===== src/rtl/min_queue_drain.sv =====
// ---------------------------------------------------------------------------
// min_queue_drain
//
// Drains records from a min-priority queue and serialises each record onto a
// byte stream. The FSM waits in IDLE until the queue presents a valid minimum.
// It then pops that record into a shift register in the same cycle. In SEND it
// emits the record MSB byte first over a valid/ready byte interface, then
// returns to IDLE.
//
// Handshake: a byte transfers on a rising clk edge where byte_valid and
// byte_ready are both high. While byte_valid is high and byte_ready is low,
// byte_data and byte_last stay constant. pop is a single-cycle command toward
// the queue; the queue drops the record on the edge where pop is high.
//
// Optional feature (compile-time macro MIN_QUEUE_DRAIN_ORDER_CHECK_EN):
//   When defined, the key of each popped record is compared with the key of
//   the previously popped record. order_err becomes sticky when a key
//   decreases. The first record after reset is never flagged. Equal keys are
//   legal. When undefined, order_err is tied low and no key storage exists.
//
// Parameters
//   REC_W  record width in bits (multiple of 8)
//   KEY_W  sort key width; key = record[REC_W-1 -: KEY_W]
//
// Ports
//   clk         rising-edge clock
//   rst_b       asynchronous reset, active HIGH despite the name
//   enable      drain permission, only looked at in IDLE
//   min_valid   queue output holds the current minimum
//   empty       queue holds no records
//   pop_record  minimum record from the queue
//   pop         pop command to the queue (combinational, IDLE only)
//   byte_data   serialised record byte
//   byte_valid  byte_data valid
//   byte_ready  downstream accepts the byte
//   byte_last   final byte of the current record
//   busy        high exactly while a record is in flight (SEND)
//   rec_count   records completely sent since reset (wraps at 2^16)
//   order_err   sticky key-ordering violation flag
// ---------------------------------------------------------------------------
module min_queue_drain #(
    parameter int REC_W = 48,
    parameter int KEY_W = 16
) (
    input  logic             clk,
    input  logic             rst_b,
    input  logic             enable,
    input  logic             min_valid,
    input  logic             empty,
    input  logic [REC_W-1:0] pop_record,
    output logic             pop,
    output logic [7:0]       byte_data,
    output logic             byte_valid,
    input  logic             byte_ready,
    output logic             byte_last,
    output logic             busy,
    output logic [15:0]      rec_count,
    output logic             order_err
);

    localparam int NBYTES = REC_W / 8;
    localparam int IDX_W  = (NBYTES > 1) ? $clog2(NBYTES) : 1;
    localparam logic [IDX_W-1:0] LAST_IDX = IDX_W'(NBYTES - 1);

    // Catch unusable parameter combinations at elaboration time.
    if ((REC_W % 8) != 0 || REC_W < 8 || KEY_W < 1 || KEY_W > REC_W) begin : g_param_check
        $error("min_queue_drain: REC_W must be a non-zero multiple of 8 and 1 <= KEY_W <= REC_W");
    end

    typedef enum logic {
        ST_IDLE = 1'b0,
        ST_SEND = 1'b1
    } state_e;

    state_e           state_q, state_d;
    logic [IDX_W-1:0] idx_q, idx_d;
    logic [IDX_W-1:0] idx_inc;
    logic [REC_W-1:0] shift_q, shift_d;
    logic             valid_q, valid_d;
    logic             last_q, last_d;
    logic [15:0]      count_q, count_d;
    logic             pop_go;
    logic             xfer;

    // Pop is gated by reset as well: the queue must never lose a record while
    // the drain is held in reset. Once reset falls, the first edge after that
    // is the earliest edge at which a pop can take effect.
    assign pop_go = !rst_b && (state_q == ST_IDLE) && enable && min_valid && !empty;
    assign xfer   = valid_q && byte_ready;
    assign idx_inc = idx_q + 1'b1;

    always_comb begin
        state_d = state_q;
        idx_d   = idx_q;
        shift_d = shift_q;
        valid_d = valid_q;
        last_d  = last_q;
        count_d = count_q;
        case (state_q)
            ST_IDLE: begin
                if (pop_go) begin
                    state_d = ST_SEND;
                    idx_d   = '0;
                    shift_d = pop_record;
                    valid_d = 1'b1;
                    last_d  = (LAST_IDX == '0);
                end
            end
            ST_SEND: begin
                if (xfer) begin
                    if (idx_q == LAST_IDX) begin
                        state_d = ST_IDLE;
                        idx_d   = '0;
                        shift_d = '0;
                        valid_d = 1'b0;
                        last_d  = 1'b0;
                        count_d = count_q + 16'd1;
                    end else begin
                        // The next byte always sits in the top byte lane, so
                        // byte_data is a fixed slice and needs no index mux.
                        idx_d   = idx_inc;
                        shift_d = shift_q << 8;
                        last_d  = (idx_inc == LAST_IDX);
                    end
                end
            end
            default: begin
                state_d = ST_IDLE;
                idx_d   = '0;
                shift_d = '0;
                valid_d = 1'b0;
                last_d  = 1'b0;
            end
        endcase
    end

    always_ff @(posedge clk or posedge rst_b) begin
        if (rst_b) begin
            state_q <= ST_IDLE;
            idx_q   <= '0;
            shift_q <= '0;
            valid_q <= 1'b0;
            last_q  <= 1'b0;
            count_q <= '0;
        end else begin
            state_q <= state_d;
            idx_q   <= idx_d;
            shift_q <= shift_d;
            valid_q <= valid_d;
            last_q  <= last_d;
            count_q <= count_d;
        end
    end

    assign pop        = pop_go;
    assign byte_data  = shift_q[REC_W-1 -: 8];
    assign byte_valid = valid_q;
    assign byte_last  = last_q;
    assign busy       = (state_q == ST_SEND);
    assign rec_count  = count_q;

`ifdef MIN_QUEUE_DRAIN_ORDER_CHECK_EN
    logic [KEY_W-1:0] prev_key_q;
    logic             have_prev_q;
    logic             order_err_q;
    logic [KEY_W-1:0] pop_key;

    assign pop_key = pop_record[REC_W-1 -: KEY_W];

    // The key is checked on the pop edge itself. The previous key is then
    // replaced, so every record is compared only with its direct predecessor.
    always_ff @(posedge clk or posedge rst_b) begin
        if (rst_b) begin
            prev_key_q  <= '0;
            have_prev_q <= 1'b0;
            order_err_q <= 1'b0;
        end else if (pop_go) begin
            prev_key_q  <= pop_key;
            have_prev_q <= 1'b1;
            if (have_prev_q && (pop_key < prev_key_q)) begin
                order_err_q <= 1'b1;
            end
        end
    end

    assign order_err = order_err_q;
`else
    assign order_err = 1'b0;
`endif

endmodule


===== config.mk =====
export PLATFORM = sky130hd
export DESIGN_NAME = min_queue_drain
export DESIGN_NICKNAME = d
export VERILOG_FILES = /design/src/rtl/min_queue_drain.sv
export SDC_FILE = /design/constraint.sdc
export NUM_CORES = 1
export LEC_CHECK = 0
export ABC_AREA = 1
export CAP_MARGIN = 20
export CORE_MARGIN = 3
export CORE_UTILIZATION = 55
export CTS_BUF_LIST = sky130_fd_sc_hd__clkbuf_2 sky130_fd_sc_hd__clkbuf_4 sky130_fd_sc_hd__clkbuf_8
export CTS_CLUSTER_SIZE = 12
export DETAILED_ROUTE_END_ITERATION = 8
export PLACE_DENSITY_LB_ADDON = 0.3
export SLEW_MARGIN = 25
export SYNTH_ARGS = -nofsm -noshare
export SYNTH_HDL_FRONTEND = slang
export SYNTH_SLANG_ARGS = --single-unit

===== constraint.sdc =====
create_clock -name clk -period 8 [get_ports clk]
set_clock_uncertainty 0.2 [all_clocks]
set_input_delay 2.4 -clock clk [delete_from_list [all_inputs] [get_ports clk]]
set_output_delay 2.4 -clock clk [all_outputs]
set_load 0.02 [all_outputs]

==> flow_metrics.env, run 1 <==
export IMPL_status="complete, no violations"
export IMPL_tightest_slew_ns=0.854
export IMPL_tritoncts="done"
export IMPL_nets=566
export IMPL_fin_ws_ns=1.20
export IMPL_track_usage_pct=22.2
export IMPL_timing_rr_end="shift_q[36]"
export IMPL_crit_fanout=13
export IMPL_drc=0
export IMPL_synth_cells=446
export IMPL_path_class="in -> out"
export IMPL_vdd_drop_max_v=0.000160
export IMPL_grt_pass1_vias=2898
export IMPL_dr_pass1_iters=4
export IMPL_grt_busiest_layer="met2"
export IMPL_vias_per_cell=5.11
export IMPL_relSlewSlack_pct=43.0
export IMPL_placed_area_um2=4210
export IMPL_holdPathEnd="shift_q[40]"
export IMPL_setup_viol=0
export IMPL_p_switching_mw=0.391
export IMPL_yosysWarnings=0
export IMPL_clkPwrFrac_pct=27.1
export IMPL_final_common_cell="nand2_1"
export IMPL_die_area_um2=7270
export IMPL_cts_repair_resized=0
export IMPL_finalHoldViolCount=0
export IMPL_grtUsageMet2_pct=35.7
export IMPL_grt_max_degree=73
export IMPL_syn_to_final_growth_pct=28.7
export IMPL_p_per_area_nw_per_um2=277
export IMPL_avgSynthCellArea_um2=7.75
export IMPL_maxSlewViolCount=0
export IMPL_synth_area_um2=3460
export IMPL_cts_setup_buffers=0
export IMPL_pwr_share_seq_pct=43.0
export IMPL_comb_power_share_pct=29.9
export IMPL_grt_pass1_wl_mm=12.8
export IMPL_layout_min_cycle_time_ns=6.80
export IMPL_cpPeakStageDelay_ns=0.65
export IMPL_antenna_cells=0
export IMPL_sw_frac_of_total_pct=31.7
export IMPL_met1_usage_pct=28.9
export IMPL_start_kind="primary input"
export IMPL_fin_cells=591
export IMPL_ff2ff_path_depth=5
export IMPL_clk_pin_slew_worst_paths_ns=0.07
export IMPL_crit_slowest_cell="clkdlybuf4s50_1"
export IMPL_wl_mm=7.58
export IMPL_rsz0062_at_grt="false"
export IMPL_yosysSeqAreaShare_pct=50.7
export IMPL_hold_class="reg -> reg"
export IMPL_cts_max_level=3
export IMPL_post_route_cell_area_um2=4450
export IMPL_whs_ns=0.309
export IMPL_most_common_layout_cells="nand2_1 (146), clkdlybuf4s50_1 (81), o21ai_0 (75)"
export IMPL_hold_path_startpoint="shift_q[40]"
export IMPL_rr_startpoint="busy"
export IMPL_cts_buffers=9
export IMPL_first_iter_violations=235
export IMPL_die_h_um=85.3
export IMPL_place_ws_ns=1.21
export IMPL_cellLeakagePower_nw=2.01
export IMPL_start_util_pct=57.7
export IMPL_intPower_mw=0.843
export IMPL_core_um2=5990
export IMPL_ys_types=24
export IMPL_cp_cell_sequence="clkdlybuf4s50_1 -> inv_1 -> nor2_1 -> nand3_2 -> clkinv_1 -> clkdlybuf4s50_1"
export IMPL_placementRows=28
export IMPL_endpoint_kind="primary output"
export IMPL_root_buffer="clkbuf_8"
export IMPL_ios=83
export IMPL_synth_ff_latch_count=70
export IMPL_fp_dieW_um=85.3
export IMPL_post_route_period_util_pct=85.0
export IMPL_insertion_delay_ns=0.35
export IMPL_cts_sinks=70
export IMPL_r2r_slack_ns=5.75
export IMPL_portBuffers=81
export IMPL_setup_tns_ns=0
export IMPL_cp_common_cell="clkdlybuf4s50_1"
export IMPL_cts_hold_buf=0
export IMPL_timing_max_cap_violations=0
export IMPL_grt_overflow_total=0
export IMPL_arrival_ns=4.20
export IMPL_vias=3021
export IMPL_dp_cells=575
export IMPL_grt_antenna_before_repair=0
export IMPL_gp_congestion=0.793
export IMPL_holdPathStages=2
export IMPL_fmax_ghz=0.147
export IMPL_grt_use_met3_pct=4.37
export IMPL_required_ns=5.40
export IMPL_hpwl_mm=5.16
export IMPL_drive_gt1_share_pct=5.62
export IMPL_syn_nets=501
export IMPL_wl_per_cell_um=12.8
export IMPL_clock_path_buffers=2
export IMPL_antenna_left=0
cell usage after synthesis, drive strengths merged:
master  number  area (µm²)
a21oi        1        5.00
buf         17         124
clkbuf      12        45.0
clkinv       1        3.75
conb         1        3.75
dfrtp       70        1750
ha           1        12.5
inv         56         210
nand2      150         568
nand3       20         110
nand3b       2        15.0
nand4        3        18.8
nor2        19        83.8
o21ai       82         410
o31ai        1        7.51
xnor2        5        43.8
xor2         5        43.8
sequential cells by signal (all words and copies together) (netlist names):
register	cells
rec_count	16
idx_q	3
busy	1
shift_q	48
byte_valid	1
byte_last	1
stage by stage:
step	power [mW]	util, %
final	1.23	74.3
after CTS	1.24	74.3
after global routing	1.32	74.3
after detailed placement	0.905	70.3
after floorplan	0.797	-
after global placement	0.885	70.3
power groups by stage:
stage          Clock (mW)  Sequential (mW)  Combinational (mW)
2_1_floorplan           0            0.531               0.266
3_3_place_gp            0            0.530               0.355
3_5_place_dp            0            0.538               0.367
4_1_cts             0.337            0.531               0.372
5_1_grt             0.352            0.543               0.422
6_report            0.334            0.530               0.369
worst max-delay path: cells and delay by family:
family                 cells  cell delay [ns]
and+or+nand+nor            2             0.36
buffers and inverters      4             1.42
cells by family after synthesis:
kind of cell,count (synthesis),synth area share [%]
buffers and inverters,86,11.1
XOR/XNOR,10,2.53
AND/OR/NAND/NOR,194,23.0
AO/OA/AOI/OAI,84,12.2
other,1,0.108
flip-flops,70,50.7
adder cells (fa/ha/maj),1,0.362
layer usage:
| layer | share of wire (%) | vias to the layer above | wire, µm |
|---|---|---|---|
| met3 | 5.4 | 12 | 410 |
| met4 | 2.0 | 0 | 151 |
| met5 | 0 | - | 0 |
| li1 | - | 1506 | - |
| met2 | 48 | 83 | 3650 |
| met1 | 44 | 1420 | 3370 |
how the worst max path moves through the flow:
stage                 from  end  slack (ns)  cells past startpoint
floorplan           enable  pop        2.60                      4
global placement    enable  pop        1.23                      6
detailed placement   rst_b  pop        1.21                      5
CTS                 enable  pop        1.18                      6
global route         rst_b  pop        1.11                      5
finish              enable  pop        1.20                      6
area by class of cell:
cell class | instances | area (µm²)
Clock buffer | 13 | 173
Multi-Input combinational cell | 290 | 1330
Inverter | 57 | 214
Tap cell | 75 | 93.8
Timing Repair Buffer | 83 | 826
Sequential cell | 70 | 1750
Fill cell | 450 | 1540
Clock inverter | 3 | 65.1
Note: power is estimated with default switching activity, not from simulation.
==> run 2: changes to the inputs <==
--- a/config.mk
+++ b/config.mk
@@ -8,7 +8,7 @@
 export ABC_AREA = 1
 export CAP_MARGIN = 20
 export CORE_MARGIN = 3
-export CORE_UTILIZATION = 55
+export CORE_UTILIZATION = 46
 export CTS_BUF_LIST = sky130_fd_sc_hd__clkbuf_2 sky130_fd_sc_hd__clkbuf_4 sky130_fd_sc_hd__clkbuf_8
 export CTS_CLUSTER_SIZE = 12
 export DETAILED_ROUTE_END_ITERATION = 8
==> constraint.sdc (replaced) <==
create_clock -name clk -period 6 [get_ports clk]
set_clock_uncertainty 0.2 [all_clocks]
set_input_delay 1.8 -clock clk [delete_from_list [all_inputs] [get_ports clk]]
set_output_delay 1.8 -clock clk [all_outputs]
set_load 0.02 [all_outputs]
==> run 2 against run 1 <==
Net effect: setup slack lost 0.60 ns; first-iteration DRC count shrank 45%; non-clock buffer count grew 1; routed wire length shrank 1.8%; critical path type unchanged; largest power group unchanged.
==> flow_metrics.env, run 2 (synthesized netlist as in run 1, its figures left out) <==
export IMPL_tritoncts="done"
export IMPL_relSlewSlack_pct=39.4
export IMPL_portBuffers=81
export IMPL_grt_pass1_wl_mm=12.9
export IMPL_crit_fanout=9
export IMPL_cts_hold_buf=0
export IMPL_cts_sinks=70
export IMPL_cellLeakagePower_nw=1.97
export IMPL_die_h_um=92.7
export IMPL_timing_max_cap_violations=0
export IMPL_cts_buffers=9
export IMPL_vdd_drop_max_v=0.000157
export IMPL_drive_gt1_share_pct=5.80
export IMPL_start_kind="primary input"
export IMPL_grt_max_degree=62
export IMPL_path_class="in -> out"
export IMPL_insertion_delay_ns=0.34
export IMPL_ff2ff_path_depth=5
export IMPL_track_usage_pct=18.6
export IMPL_r2r_slack_ns=3.55
export IMPL_final_common_cell="nand2_1"
export IMPL_root_buffer="clkbuf_8"
export IMPL_fp_dieW_um=92.7
export IMPL_layout_min_cycle_time_ns=5.40
export IMPL_rsz0062_at_grt="false"
export IMPL_hpwl_mm=5.17
export IMPL_wl_mm=7.44
export IMPL_syn_to_final_growth_pct=27.9
export IMPL_required_ns=4.00
export IMPL_placementRows=30
export IMPL_setup_viol=0
export IMPL_regMostFlops="shift_q"
export IMPL_vias_per_cell=4.85
export IMPL_rr_startpoint="busy"
export IMPL_largest_register_ffs=48
export IMPL_clock_path_buffers=2
export IMPL_ios=83
export IMPL_gp_congestion=0.796
export IMPL_tightest_slew_ns=0.906
export IMPL_start_util_pct=49.3
export IMPL_timing_rr_end="shift_q[16]"
export IMPL_maxSlewViolCount=0
export IMPL_holdPathStages=2
export IMPL_wl_per_cell_um=12.1
export IMPL_setup_tns_ns=0
export IMPL_die_area_um2=8590
export IMPL_finalHoldViolCount=0
export IMPL_p_per_area_nw_per_um2=345
export IMPL_core_um2=7020
export IMPL_hold_class="reg -> reg"
export IMPL_status="complete, no violations"
export IMPL_most_common_layout_cells="nand2_1 (146), clkdlybuf4s50_1 (81), o21ai_0 (75)"
export IMPL_grt_overflow_total=0
export IMPL_clk_pin_slew_worst_paths_ns=0.08
export IMPL_antenna_cells=0
export IMPL_antenna_left=0
export IMPL_vias=2971
export IMPL_crit_end="pop"
export IMPL_cts_max_level=3
export IMPL_post_route_period_util_pct=90.0
export IMPL_worstSetupStartpoint="rst_b"
export IMPL_dr_pass1_iters=4
export IMPL_cts_setup_buffers=0
export IMPL_fmax_ghz=0.185
export IMPL_nets=567
export IMPL_grt_pass1_vias=2851
export IMPL_grt_antenna_before_repair=0
export IMPL_endpoint_kind="primary output"
export IMPL_drc=0
export IMPL_cts_repair_resized=0
export IMPL_whs_ns=0.311
export IMPL_arrival_ns=3.40
export IMPL_first_iter_violations=130
-- run 2: worst min-delay path by stage --
stage	from	end
finish	shift_q[45]	shift_q[45]
global route	rec_count[8]	rec_count[8]
CTS	shift_q[45]	shift_q[45]
detailed placement	shift_q[45]	shift_q[45]
global placement	shift_q[47]	shift_q[47]
floorplan	shift_q[40]	shift_q[40]
-- run 2: critical path, cell delays in order --
cell,delay [ns]
clkdlybuf4s50_1,0.51
nor2_1,0.06
nand3_2,0.09
clkinv_1,0.28
clkdlybuf4s50_1,0.65
-- run 2: metal layers --
metal	up-vias	wire length, µm	GRT usage, %	share of wire [%]
met2	82	3430	30.2	46
met5	-	0	0	0
li1	1510	-	-	-
met4	0	123	7.57	1.7
met1	1367	3370	24.1	45
met3	12	520	4.39	7.0
-- run 2: cell type report --
type                    instances  area (µm²)
clock inverters                 7        50.0
fillers                       632        2600
well taps                      96         120
inverters                      57         215
clock buffers                   9         124
repair buffers                 84         833
multi-input cells             290        1330
flip-flops and latches         70        1750
-- run 2: where the power goes --
| group | internal (mW) | switching, mW |
|---|---|---|
| clock | 0.150 | 0.183 |
| combinational | 0.210 | 0.278 |
| sequential | 0.641 | 0.0655 |
| total | 1.00 | 0.526 |
-- run 2: metrics by stage --
step | utilization [%] | std cells | cell area (µm²) | setup slack, ns | power, mW
after floorplan | - | 446 | 3460 | 1.80 | 1.06
after CTS | 63.0 | 613 | 4420 | 0.581 | 1.54
final | 63.0 | 613 | 4420 | 0.599 | 1.53
after detailed placement | 60.5 | 597 | 4250 | 0.587 | 1.20
after global placement | 60.5 | 597 | 4240 | 0.638 | 1.18
after global routing | 63.0 | 613 | 4420 | 0.520 | 1.65
==> run 3: changes to the inputs <==
--- a/config.mk
+++ b/config.mk
@@ -8,7 +8,7 @@
 export ABC_AREA = 1
 export CAP_MARGIN = 20
 export CORE_MARGIN = 3
-export CORE_UTILIZATION = 46
+export CORE_UTILIZATION = 51
 export CTS_BUF_LIST = sky130_fd_sc_hd__clkbuf_2 sky130_fd_sc_hd__clkbuf_4 sky130_fd_sc_hd__clkbuf_8
 export CTS_CLUSTER_SIZE = 12
 export DETAILED_ROUTE_END_ITERATION = 8
==> constraint.sdc (replaced) <==
create_clock -name clk -period 6.2 [get_ports clk]
set_clock_uncertainty 0.2 [all_clocks]
set_input_delay 1.86 -clock clk [delete_from_list [all_inputs] [get_ports clk]]
set_output_delay 1.86 -clock clk [all_outputs]
set_load 0.02 [all_outputs]
==> run 3 against run 2 <==
Net effect: design area increased by 0.82%; critical path type unchanged; combinational power shrank 4%; clock power increased by 27%; via count grew 0.50%; largest power group unchanged; register-to-register slack better by 0.16 ns; power rose by 3.0%; global-route usage grew 2.1 points; count of clock-buffer cells in the layout grew 2; first-iteration DRC count is 72% higher; critical path depth increased by 1.
==> flow_metrics.env, run 3 (synthesized netlist as in run 1, its figures left out) <==
export IMPL_vias=2986
export IMPL_p_per_area_nw_per_um2=353
export IMPL_drive_gt1_share_pct=5.61
export IMPL_whs_ns=0.309
export IMPL_wl_per_cell_um=12.4
export IMPL_hold_class="reg -> reg"
export IMPL_first_iter_violations=223
export IMPL_grtUsageMet2_pct=32.5
export IMPL_wl_mm=7.35
export IMPL_layout_min_cycle_time_ns=5.71
export IMPL_cellLeakagePower_nw=2.01
export IMPL_clock_path_buffers=2
export IMPL_vdd_drop_max_v=0.000176
export IMPL_largest_register_ffs=48
export IMPL_antenna_left=0
export IMPL_syn_to_final_growth_pct=29.0
export IMPL_cts_max_level=3
export IMPL_dr_pass1_iters=5
export IMPL_final_common_cell="nand2_1"
export IMPL_ios=83
export IMPL_status="complete, no violations"
export IMPL_grt_max_degree=53
export IMPL_cts_sinks=70
export IMPL_clk_pin_slew_worst_paths_ns=0.07
export IMPL_track_usage_pct=20.7
export IMPL_regMostFlops="shift_q"
export IMPL_cts_setup_buffers=0
export IMPL_antenna_cells=0
export IMPL_cts_buffers=9
export IMPL_gp_congestion=0.779
export IMPL_grt_pass1_wl_mm=12.8
export IMPL_required_ns=4.14
export IMPL_most_common_layout_cells="nand2_1 (146), clkdlybuf4s50_1 (81), o21ai_0 (75)"
export IMPL_nets=567
export IMPL_core_um2=6460
export IMPL_grt_pass1_vias=2922
export IMPL_grt_use_met3_pct=3.07
export IMPL_hpwl_mm=5.03
export IMPL_post_route_period_util_pct=92.1
export IMPL_grt_overflow_total=0
export IMPL_cts_repair_resized=0
export IMPL_finalHoldViolCount=0
export IMPL_path_class="in -> out"
export IMPL_placementRows=29
export IMPL_endpoint_kind="primary output"
export IMPL_crit_fanout=13
export IMPL_grt_busiest_layer="met2"
export IMPL_met1_usage_pct=28.6
export IMPL_fmax_ghz=0.175
export IMPL_start_util_pct=53.5
export IMPL_die_h_um=88.3
export IMPL_insertion_delay_ns=0.34
export IMPL_maxSlewViolCount=0
export IMPL_tritoncts="done"
export IMPL_timing_max_cap_violations=0
export IMPL_grt_antenna_before_repair=0
export IMPL_setup_tns_ns=0
export IMPL_root_buffer="clkbuf_8"
export IMPL_setup_viol=0
export IMPL_fp_dieW_um=88.3
export IMPL_cts_hold_buf=0
export IMPL_vias_per_cell=5.03
export IMPL_die_area_um2=7800
export IMPL_rsz0062_at_grt="false"
export IMPL_relSlewSlack_pct=49.0
export IMPL_tightest_slew_ns=0.762
export IMPL_portBuffers=81
export IMPL_drc=0
export IMPL_start_kind="primary input"
export IMPL_arrival_ns=3.65
-- run 3: cell count changes in the layout (fill, tap and decap cells not counted) --
cell	before	now
inv_2	1	0
inv_6	1	0
bufinv_16	0	2
clkinvlp_4	3	1
clkinv_2	3	1
clkbuf_8	9	11
inv_1	54	55
inv_4	0	1
-- run 3: layout make-up --
cell class,count,area [µm²]
Clock buffer,11,151
Timing Repair Buffer,84,833
Clock inverter,5,81.3
Tap cell,77,96.3
Multi-Input combinational cell,290,1330
Sequential cell,70,1750
Fill cell,513,2000
Inverter,57,216
-- run 3: routing by layer --
layer,wire length (µm),up-vias
met5,0,-
met4,140,0
met3,399,12
met2,3380,96
met1,3430,1364
li1,-,1514
-- run 3: critical path, cell delays in order --
cell,delay (ns)
clkdlybuf4s50_1,0.46
inv_1,0.04
nor2_1,0.10
nand3_2,0.25
clkinv_1,0.28
clkdlybuf4s50_1,0.65
-- run 3: metrics by stage --
stage | cells | power, mW | setup slack (ns) | utilization [%] | cell area (µm²)
floorplan | 446 | 1.03 | 1.88 | - | 3460
CTS | 594 | 1.58 | 0.459 | 69.0 | 4460
global placement | 578 | 1.14 | 0.496 | 65.3 | 4220
global route | 594 | 1.69 | 0.338 | 69.0 | 4460
detailed placement | 578 | 1.16 | 0.469 | 65.4 | 4230
finish | 594 | 1.57 | 0.487 | 69.0 | 4460
-- run 3: power by group --
group          switching [mW]  internal, mW
Clock                   0.174         0.249
Combinational           0.266         0.204
Sequential             0.0613         0.620
-- run 3: worst paths after layout --
| kind | endpoint | start | cells after the start | slack (ns) |
|---|---|---|---|---|
| worst min-delay path | shift_q[43] | shift_q[43] | 2 | 0.31 |
| worst max register to register | shift_q[11] | busy | 5 | 3.71 |
| min in group asynchronous | rec_count[15] | rst_b | 2 | 1.78 |
| max in group asynchronous | shift_q[20] | rst_b | 3 | 3.31 |
| worst max-delay path | pop | enable | 6 | 0.49 |
| worst min register to register | shift_q[43] | shift_q[43] | 2 | 0.31 |
